[config.mk]
export PLATFORM = sky130hd
export DESIGN_NAME = sc_readback_receiver
export DESIGN_NICKNAME = d
export VERILOG_FILES = /design/src/rtl/sc_readback_receiver.sv
export SDC_FILE = /design/constraint.sdc
export NUM_CORES = 2
export LEC_CHECK = 0
export BUFFER_PORTS_ARGS = -buffer_cell sky130_fd_sc_hd__clkbuf_2
export CORE_AREA = 2 2 653 655
export CTS_CLUSTER_DIAMETER = 100
export DETAILED_ROUTE_END_ITERATION = 10
export DIE_AREA = 0 0 655 657
export PLACE_DENSITY_LB_ADDON = 0.05
export SLEW_MARGIN = 10
export SYNTH_ARGS = -nofsm -noshare
export SYNTH_HDL_FRONTEND = slang
export SYNTH_SLANG_ARGS = --single-unit
[constraint.sdc]
create_clock -name clk_in -period 4 [get_ports clk_in]
set_clock_uncertainty 0.2 [all_clocks]
set_input_delay 0.4 -clock clk_in [delete_from_list [all_inputs] [get_ports clk_in]]
set_output_delay 0.4 -clock clk_in [all_outputs]
set_load 0.03 [all_outputs]
[src/rtl/sc_readback_receiver.sv]
// sc_readback_receiver
//   Captures the MAROC slow-control readback stream (q_sc_in) while the SC
//   transmitter re-shifts a frame. Bits arrive LSB-first, so the first captured
//   bit lands at frame_out[0]. Every captured bit is compared against the frame
//   that was written (expected_in). The block reports the number of differing
//   bits, the index of the first differing bit, and an overall match flag.
//
// Ports
//   clk_in              SC bit clock; all logic runs on the rising edge
//   reset_in            synchronous active-high reset; overrides every input
//   start_in            arm or re-arm a capture (one-cycle pulse)
//   shift_en_in         high in each cycle that carries one SC bit
//   q_sc_in             serial readback bit; valid while shift_en_in=1
//   expected_in         written frame; held stable while busy
//   frame_out           captured frame
//   frame_valid_out     one-cycle pulse when a complete frame has been captured
//   busy_out            high while waiting for or capturing a frame
//   match_out           high in DONE when no bit differed
//   mismatch_count_out  number of differing bits; saturates at 2^CW-1
//   first_err_idx_out   index of the first differing bit; FRAME_BITS if none
//   state_out           current state (IDLE=0, ARMED=1, CAPTURE=2, DONE=3)
module sc_readback_receiver #(
    parameter int FRAME_BITS = 829,
    parameter int SKIP_BITS  = 0,
    parameter int CW         = 10
) (
    input  logic                  clk_in,
    input  logic                  reset_in,
    input  logic                  start_in,
    input  logic                  shift_en_in,
    input  logic                  q_sc_in,
    input  logic [FRAME_BITS-1:0] expected_in,
    output logic [FRAME_BITS-1:0] frame_out,
    output logic                  frame_valid_out,
    output logic                  busy_out,
    output logic                  match_out,
    output logic [CW-1:0]         mismatch_count_out,
    output logic [CW-1:0]         first_err_idx_out,
    output logic [1:0]            state_out
);

    localparam logic [1:0] ST_IDLE    = 2'd0;
    localparam logic [1:0] ST_ARMED   = 2'd1;
    localparam logic [1:0] ST_CAPTURE = 2'd2;
    localparam logic [1:0] ST_DONE    = 2'd3;

    localparam logic [CW-1:0] CTR_ZERO  = {CW{1'b0}};
    localparam logic [CW-1:0] CTR_ONE   = {{(CW-1){1'b0}}, 1'b1};
    localparam logic [CW-1:0] CNT_MAX   = {CW{1'b1}};
    localparam logic [CW-1:0] FRAME_IDX = CW'(FRAME_BITS);
    localparam logic [CW-1:0] LAST_BIT  = CW'(FRAME_BITS - 1);
    // Guarded so SKIP_BITS=0 does not produce a negative constant; ARMED is
    // never entered in that configuration.
    localparam logic [CW-1:0] SKIP_LAST = CW'((SKIP_BITS > 0) ? (SKIP_BITS - 1) : 0);
    localparam logic [1:0]    ARM_STATE = (SKIP_BITS == 0) ? ST_CAPTURE : ST_ARMED;

    logic [1:0]            state_r,     state_s;
    logic [CW-1:0]         skip_ctr_r,  skip_ctr_s;
    logic [CW-1:0]         bit_ctr_r,   bit_ctr_s;
    logic [FRAME_BITS-1:0] frame_r,     frame_s;
    logic [CW-1:0]         count_r,     count_s;
    logic [CW-1:0]         first_err_r, first_err_s;
    logic                  valid_r,     valid_s;
    logic                  match_r,     match_s;
    logic                  busy_r,      busy_s;
    logic                  bit_diff_s;

    // Next-state and datapath update for one SC bit clock cycle.
    always_comb begin
        state_s     = state_r;
        skip_ctr_s  = skip_ctr_r;
        bit_ctr_s   = bit_ctr_r;
        frame_s     = frame_r;
        count_s     = count_r;
        first_err_s = first_err_r;
        match_s     = match_r;
        valid_s     = 1'b0;
        bit_diff_s  = q_sc_in ^ expected_in[bit_ctr_r];

        if (start_in) begin
            // Start wins over a simultaneous shift; that bit is discarded.
            state_s     = ARM_STATE;
            skip_ctr_s  = CTR_ZERO;
            bit_ctr_s   = CTR_ZERO;
            frame_s     = {FRAME_BITS{1'b0}};
            count_s     = CTR_ZERO;
            first_err_s = FRAME_IDX;
            match_s     = 1'b0;
        end else begin
            case (state_r)
                ST_ARMED: begin
                    if (shift_en_in) begin
                        skip_ctr_s = skip_ctr_r + CTR_ONE;
                        if (skip_ctr_r == SKIP_LAST) begin
                            state_s = ST_CAPTURE;
                        end else begin
                            state_s = ST_ARMED;
                        end
                    end else begin
                        skip_ctr_s = skip_ctr_r;
                    end
                end
                ST_CAPTURE: begin
                    if (shift_en_in) begin
                        frame_s[bit_ctr_r] = q_sc_in;
                        bit_ctr_s          = bit_ctr_r + CTR_ONE;
                        if (bit_diff_s) begin
                            if (count_r != CNT_MAX) begin
                                count_s = count_r + CTR_ONE;
                            end else begin
                                count_s = count_r;
                            end
                            // A zero count means no earlier bit has differed.
                            if (count_r == CTR_ZERO) begin
                                first_err_s = bit_ctr_r;
                            end else begin
                                first_err_s = first_err_r;
                            end
                        end else begin
                            count_s = count_r;
                        end
                        if (bit_ctr_r == LAST_BIT) begin
                            state_s = ST_DONE;
                            valid_s = 1'b1;
                            match_s = (count_s == CTR_ZERO);
                        end else begin
                            state_s = ST_CAPTURE;
                        end
                    end else begin
                        bit_ctr_s = bit_ctr_r;
                    end
                end
                // IDLE and DONE ignore shift_en_in entirely.
                default: begin
                    state_s = state_r;
                end
            endcase
        end

        busy_s = (state_s == ST_ARMED) || (state_s == ST_CAPTURE);
    end

    // State and result registers with synchronous reset.
    always_ff @(posedge clk_in) begin
        if (reset_in) begin
            state_r     <= ST_IDLE;
            skip_ctr_r  <= CTR_ZERO;
            bit_ctr_r   <= CTR_ZERO;
            frame_r     <= {FRAME_BITS{1'b0}};
            count_r     <= CTR_ZERO;
            first_err_r <= FRAME_IDX;
            valid_r     <= 1'b0;
            match_r     <= 1'b0;
            busy_r      <= 1'b0;
        end else begin
            state_r     <= state_s;
            skip_ctr_r  <= skip_ctr_s;
            bit_ctr_r   <= bit_ctr_s;
            frame_r     <= frame_s;
            count_r     <= count_s;
            first_err_r <= first_err_s;
            valid_r     <= valid_s;
            match_r     <= match_s;
            busy_r      <= busy_s;
        end
    end

    assign frame_out          = frame_r;
    assign frame_valid_out    = valid_r;
    assign busy_out           = busy_r;
    assign match_out          = match_r;
    assign mismatch_count_out = count_r;
    assign first_err_idx_out  = first_err_r;
    assign state_out          = state_r;

endmodule
==> results.sh <==
export IMPL_synth_ff_type="sky130_fd_sc_hd__dfxtp_1"
export IMPL_tightest_slew_ps=1090
export IMPL_floorplan_rows=239
export IMPL_synth_sequential_area_ratio_pct=42.8
export IMPL_irDropWorstVdd_uv=485
export IMPL_grt_max_degree=144
export IMPL_cells_after_synthesis=5089
export IMPL_finalCritPeriodShare_pct=100
export IMPL_seqPwrFrac_pct=38.2
export IMPL_hold_class="reg -> reg"
export IMPL_clk_root_buffer_cell="sky130_fd_sc_hd__clkbuf_16"
export IMPL_cts_tree="built"
export IMPL_max_clock_freq_ghz=0.249
export IMPL_number_of_port_buffers=1687
export IMPL_cts_max_path_buffers=4
export IMPL_ys_warn_count=0
export IMPL_route_final_wire_length_um=449000
export IMPL_run_status="finished with violations"
export IMPL_drcViolationCount=0
export IMPL_synth_top_cell_area_share_pct=42.8
export IMPL_design_die_area_um2=430000
export IMPL_floorplan_initialDensity_pct=9.67
export IMPL_timing_max_cap_violations=0
export IMPL_syn_nets=5934
export IMPL_dp_final_hpwl_um=334000
export IMPL_numPlacedInstances=12300
export IMPL_number_of_flip_flops_and_latches_in_the_synthesized_netlist=874
export IMPL_p_sw_share_pct=27.2
export IMPL_pin_count=1688
export IMPL_area_growth_pct=60.3
export IMPL_finalNonFillerCells=12700
export IMPL_endpoint_kind="flip-flop"
export IMPL_hold_viol_final=0
export IMPL_timing_critical_path_arrival_ps=4520
export IMPL_die_x_um=655
export IMPL_yosys_cell_types_count=57
export IMPL_final_setup_tns_ps=-11.8
export IMPL_maxSlewViolCount=0
export IMPL_grt_pass1_vias=50200
export IMPL_p_total_uw=22800
export IMPL_grt_antenna_before_repair=78
export IMPL_fraction_of_final_layout_cells_sized_beyond_drive_strength_1_pct=38.6
export IMPL_startpoint_type="flip-flop"
export IMPL_routed_via_count=49900
export IMPL_routed_wire_per_std_cell_um=35.5
export IMPL_netSwitchingPower_uw=6200
export IMPL_grt_util_all_layers_pct=20.0
export IMPL_synth_area_top_cells="sky130_fd_sc_hd__dfxtp_1 (43%), sky130_fd_sc_hd__mux2i_1 (10%), sky130_fd_sc_hd__o21ai_0 (10%), sky130_fd_sc_hd__nand3_1 (10%), sky130_fd_sc_hd__a21oi_1 (10%)"
export IMPL_clk_insertion_delay_late_ps=840
export IMPL_regToRegEndpoint="mismatch_count_out[9]$_SDFFE_PP0P_"
export IMPL_critical_path_cell_chain="buf_12 > buf_12 > buf_16 > buf_12 > mux2i_2 > buf_4 > o22ai_1 > nor4_2 > o2111ai_2 > nand3_2 > o221ai_4 > nor4_4 > buf_4 > xnor2_4 > buf_4 > and2_2 > and4_1 > nor3_2"
export IMPL_worstSetupEndpoint="mismatch_count_out[9]$_SDFFE_PP0P_"
export IMPL_yosys_cell_count_top_type="sky130_fd_sc_hd__dfxtp_1"
export IMPL_worst_path_max_delay_cell="sky130_fd_sc_hd__dfxtp_4"
export IMPL_post_synth_edffs=0
export IMPL_place_gp_congestion=0.848
export IMPL_min_from="frame_out[828]$_SDFFE_PP0P_"
export IMPL_slowest_delay_ps=390
export IMPL_die_height_um=657
export IMPL_htree_num_levels=4
export IMPL_rsz_0062_raised_after_global_routing="yes"
export IMPL_worst_path_max_fanout=8
export IMPL_cts_clk_pin_slew_worst_paths_ps=50
export IMPL_final_min_clock_period_ps=4010
export IMPL_failed_checks="negative setup slack"
export IMPL_count_of_nets_left_with_antenna_violations_after_detail_routing=0
export IMPL_critical_path_reg2reg_startpoint="bit_ctr_r[1]$_SDFFE_PP0P_"
export IMPL_p_leak_uw=0.0234
export IMPL_post_route_util_pct=15.5
export IMPL_vias_per_cell=3.94
export IMPL_slew_headroom_pct=27.2
export IMPL_cell_internal_pwr_uw=16600
export IMPL_avgSynthCellArea_um2=8.03
export IMPL_worstRegToRegCells=18
export IMPL_crit_start="bit_ctr_r[1]$_SDFFE_PP0P_"
export IMPL_synth_top_cell_by_area="sky130_fd_sc_hd__dfxtp_1"
export IMPL_areal_power_density_over_the_cells_nw_per_um2=348
export IMPL_dr_pass1_iters=5
export IMPL_synthArstFlopShare_pct=0
export IMPL_mappedNetlistArea_um2=40900
export IMPL_finish_net_count=7719
export IMPL_worstSetupPathType="reg -> reg"
export IMPL_power_frac_clock_pct=54.7
export IMPL_drtIter0Drc=3888
export IMPL_cts_buffers_inserted=140
export IMPL_required_time_of_the_worst_setup_path_ps=4500
export IMPL_design_core_area_um2=423000
export IMPL_grt_ovfl_total=0
export IMPL_synth_cells_most_frequent="sky130_fd_sc_hd__dfxtp_1 (874), sky130_fd_sc_hd__o21ai_0 (846), sky130_fd_sc_hd__nand3_1 (844)"
export IMPL_setup_viol=1
export IMPL_combPwrFrac_pct=7.1
export IMPL_grt_pass1_wl_um=567000
export IMPL_r2r_slack_ps=-10
export IMPL_clock_sinks=874
export IMPL_setup_ws_ps=-11.8
routing by layer:
layer,global-route usage (%),part of all wire [%]
met5,0,0.015
met4,7.00,4.0
met3,4.39,6.3
met2,37.4,52
met1,21.8,37
cell type report:
class | count | area, um^2
Inverter | 13 | 48.8
Antenna cell | 35 | 87.6
Clock inverter | 30 | 350
Fill cell | 48500 | 357000
Multi-Input combinational cell | 3603 | 22300
Tap cell | 5663 | 7090
Clock buffer | 205 | 4040
Sequential cell | 874 | 17500
Timing Repair Buffer | 2242 | 14100
metrics by stage:
stage,area (um^2),hold WS [ps],setup slack [ps]
global route,65400,287,-177
finish,65500,255,-11.8
CTS,64900,258,-95.9
global placement,59300,251,-1550
floorplan,40900,253,812
detailed placement,59300,251,-1500
cells in the final DEF (no fill, tap or decap), drive strengths merged, types with 6 or more instances in the layout:
cell,synthesis,routed
xor2,15,15
inv,13,20
clkinv,0,15
nor4,33,33
and3,17,17
o22a,15,15
o22ai,165,165
mux2i,423,423
dfxtp,874,874
nor3,31,31
xnor2,10,10
nand3,844,844
nand4,8,8
nor2b,8,8
nor2,133,133
o2111ai,19,19
ha,11,11
buf,111,548
and2,14,15
clkbuf,490,1891
o21ai,846,846
nand2,101,102
nand4bb,6,6
diode,0,35
a21oi,838,838
power by group through the flow:
stage	combinational [uW]	clock, uW	sequential [uW]
finish	1610	12500	8720
global placement	1590	0	8910
floorplan	470	0	8910
CTS	1610	13000	8720
global route	1690	13200	8710
detailed placement	1560	0	8910
timing repair:
item                                    CTS  global route
pin swaps                                22            22
cloned                                   11             1
hold endpoints to repair                 34             0
resized for setup                        90            95
endpoints found under the setup margin   21            22
setup buffers                            37             8
hold buffers                              5             0
sequential cells by signal (all words and copies together), names as in the netlist:
name / cells
match_out: 1
bit_ctr_r: 10
frame_valid_out: 1
skip_ctr_r: 10
mismatch_count_out: 10
frame_out: 829
first_err_idx_out: 10
busy_out: 1
state_out: 2
kinds of logic after synthesis:
| family | count (synthesis) | share of synthesized area (%) |
|---|---|---|
| and+or+nand+nor | 1233 | 15.1 |
| AOI/OAI and AO/OA | 1904 | 24.3 |
| DFF | 874 | 42.8 |
| buffers and inverters | 614 | 6.23 |
| xor gates and xnor gates | 25 | 0.554 |
| muxes | 428 | 10.6 |
| adders and majority gates | 11 | 0.337 |
worst min-delay path by stage:
stage                                                    to  slack [ps]  cells after the start
final                           frame_out[828]$_SDFFE_PP0P_         260                      2
after global routing      first_err_idx_out[1]$_SDFFE_PP0P_         290                      2
after CTS                       frame_out[828]$_SDFFE_PP0P_         260                      2
after detailed placement        frame_out[828]$_SDFFE_PP0P_         250                      2
after global placement          frame_out[828]$_SDFFE_PP0P_         250                      2
after floorplan                  skip_ctr_r[1]$_SDFFE_PP0P_         250                      2
critical path, delay by kind of cell, from the launching register on:
kind,cells,cell delay [ps]
compound gates,3,500
xor+xnor,1,150
buf+inv,7,1110
flops,1,390
mux,1,230
simple gates,6,1280
(Power assumes the default switching activity.)
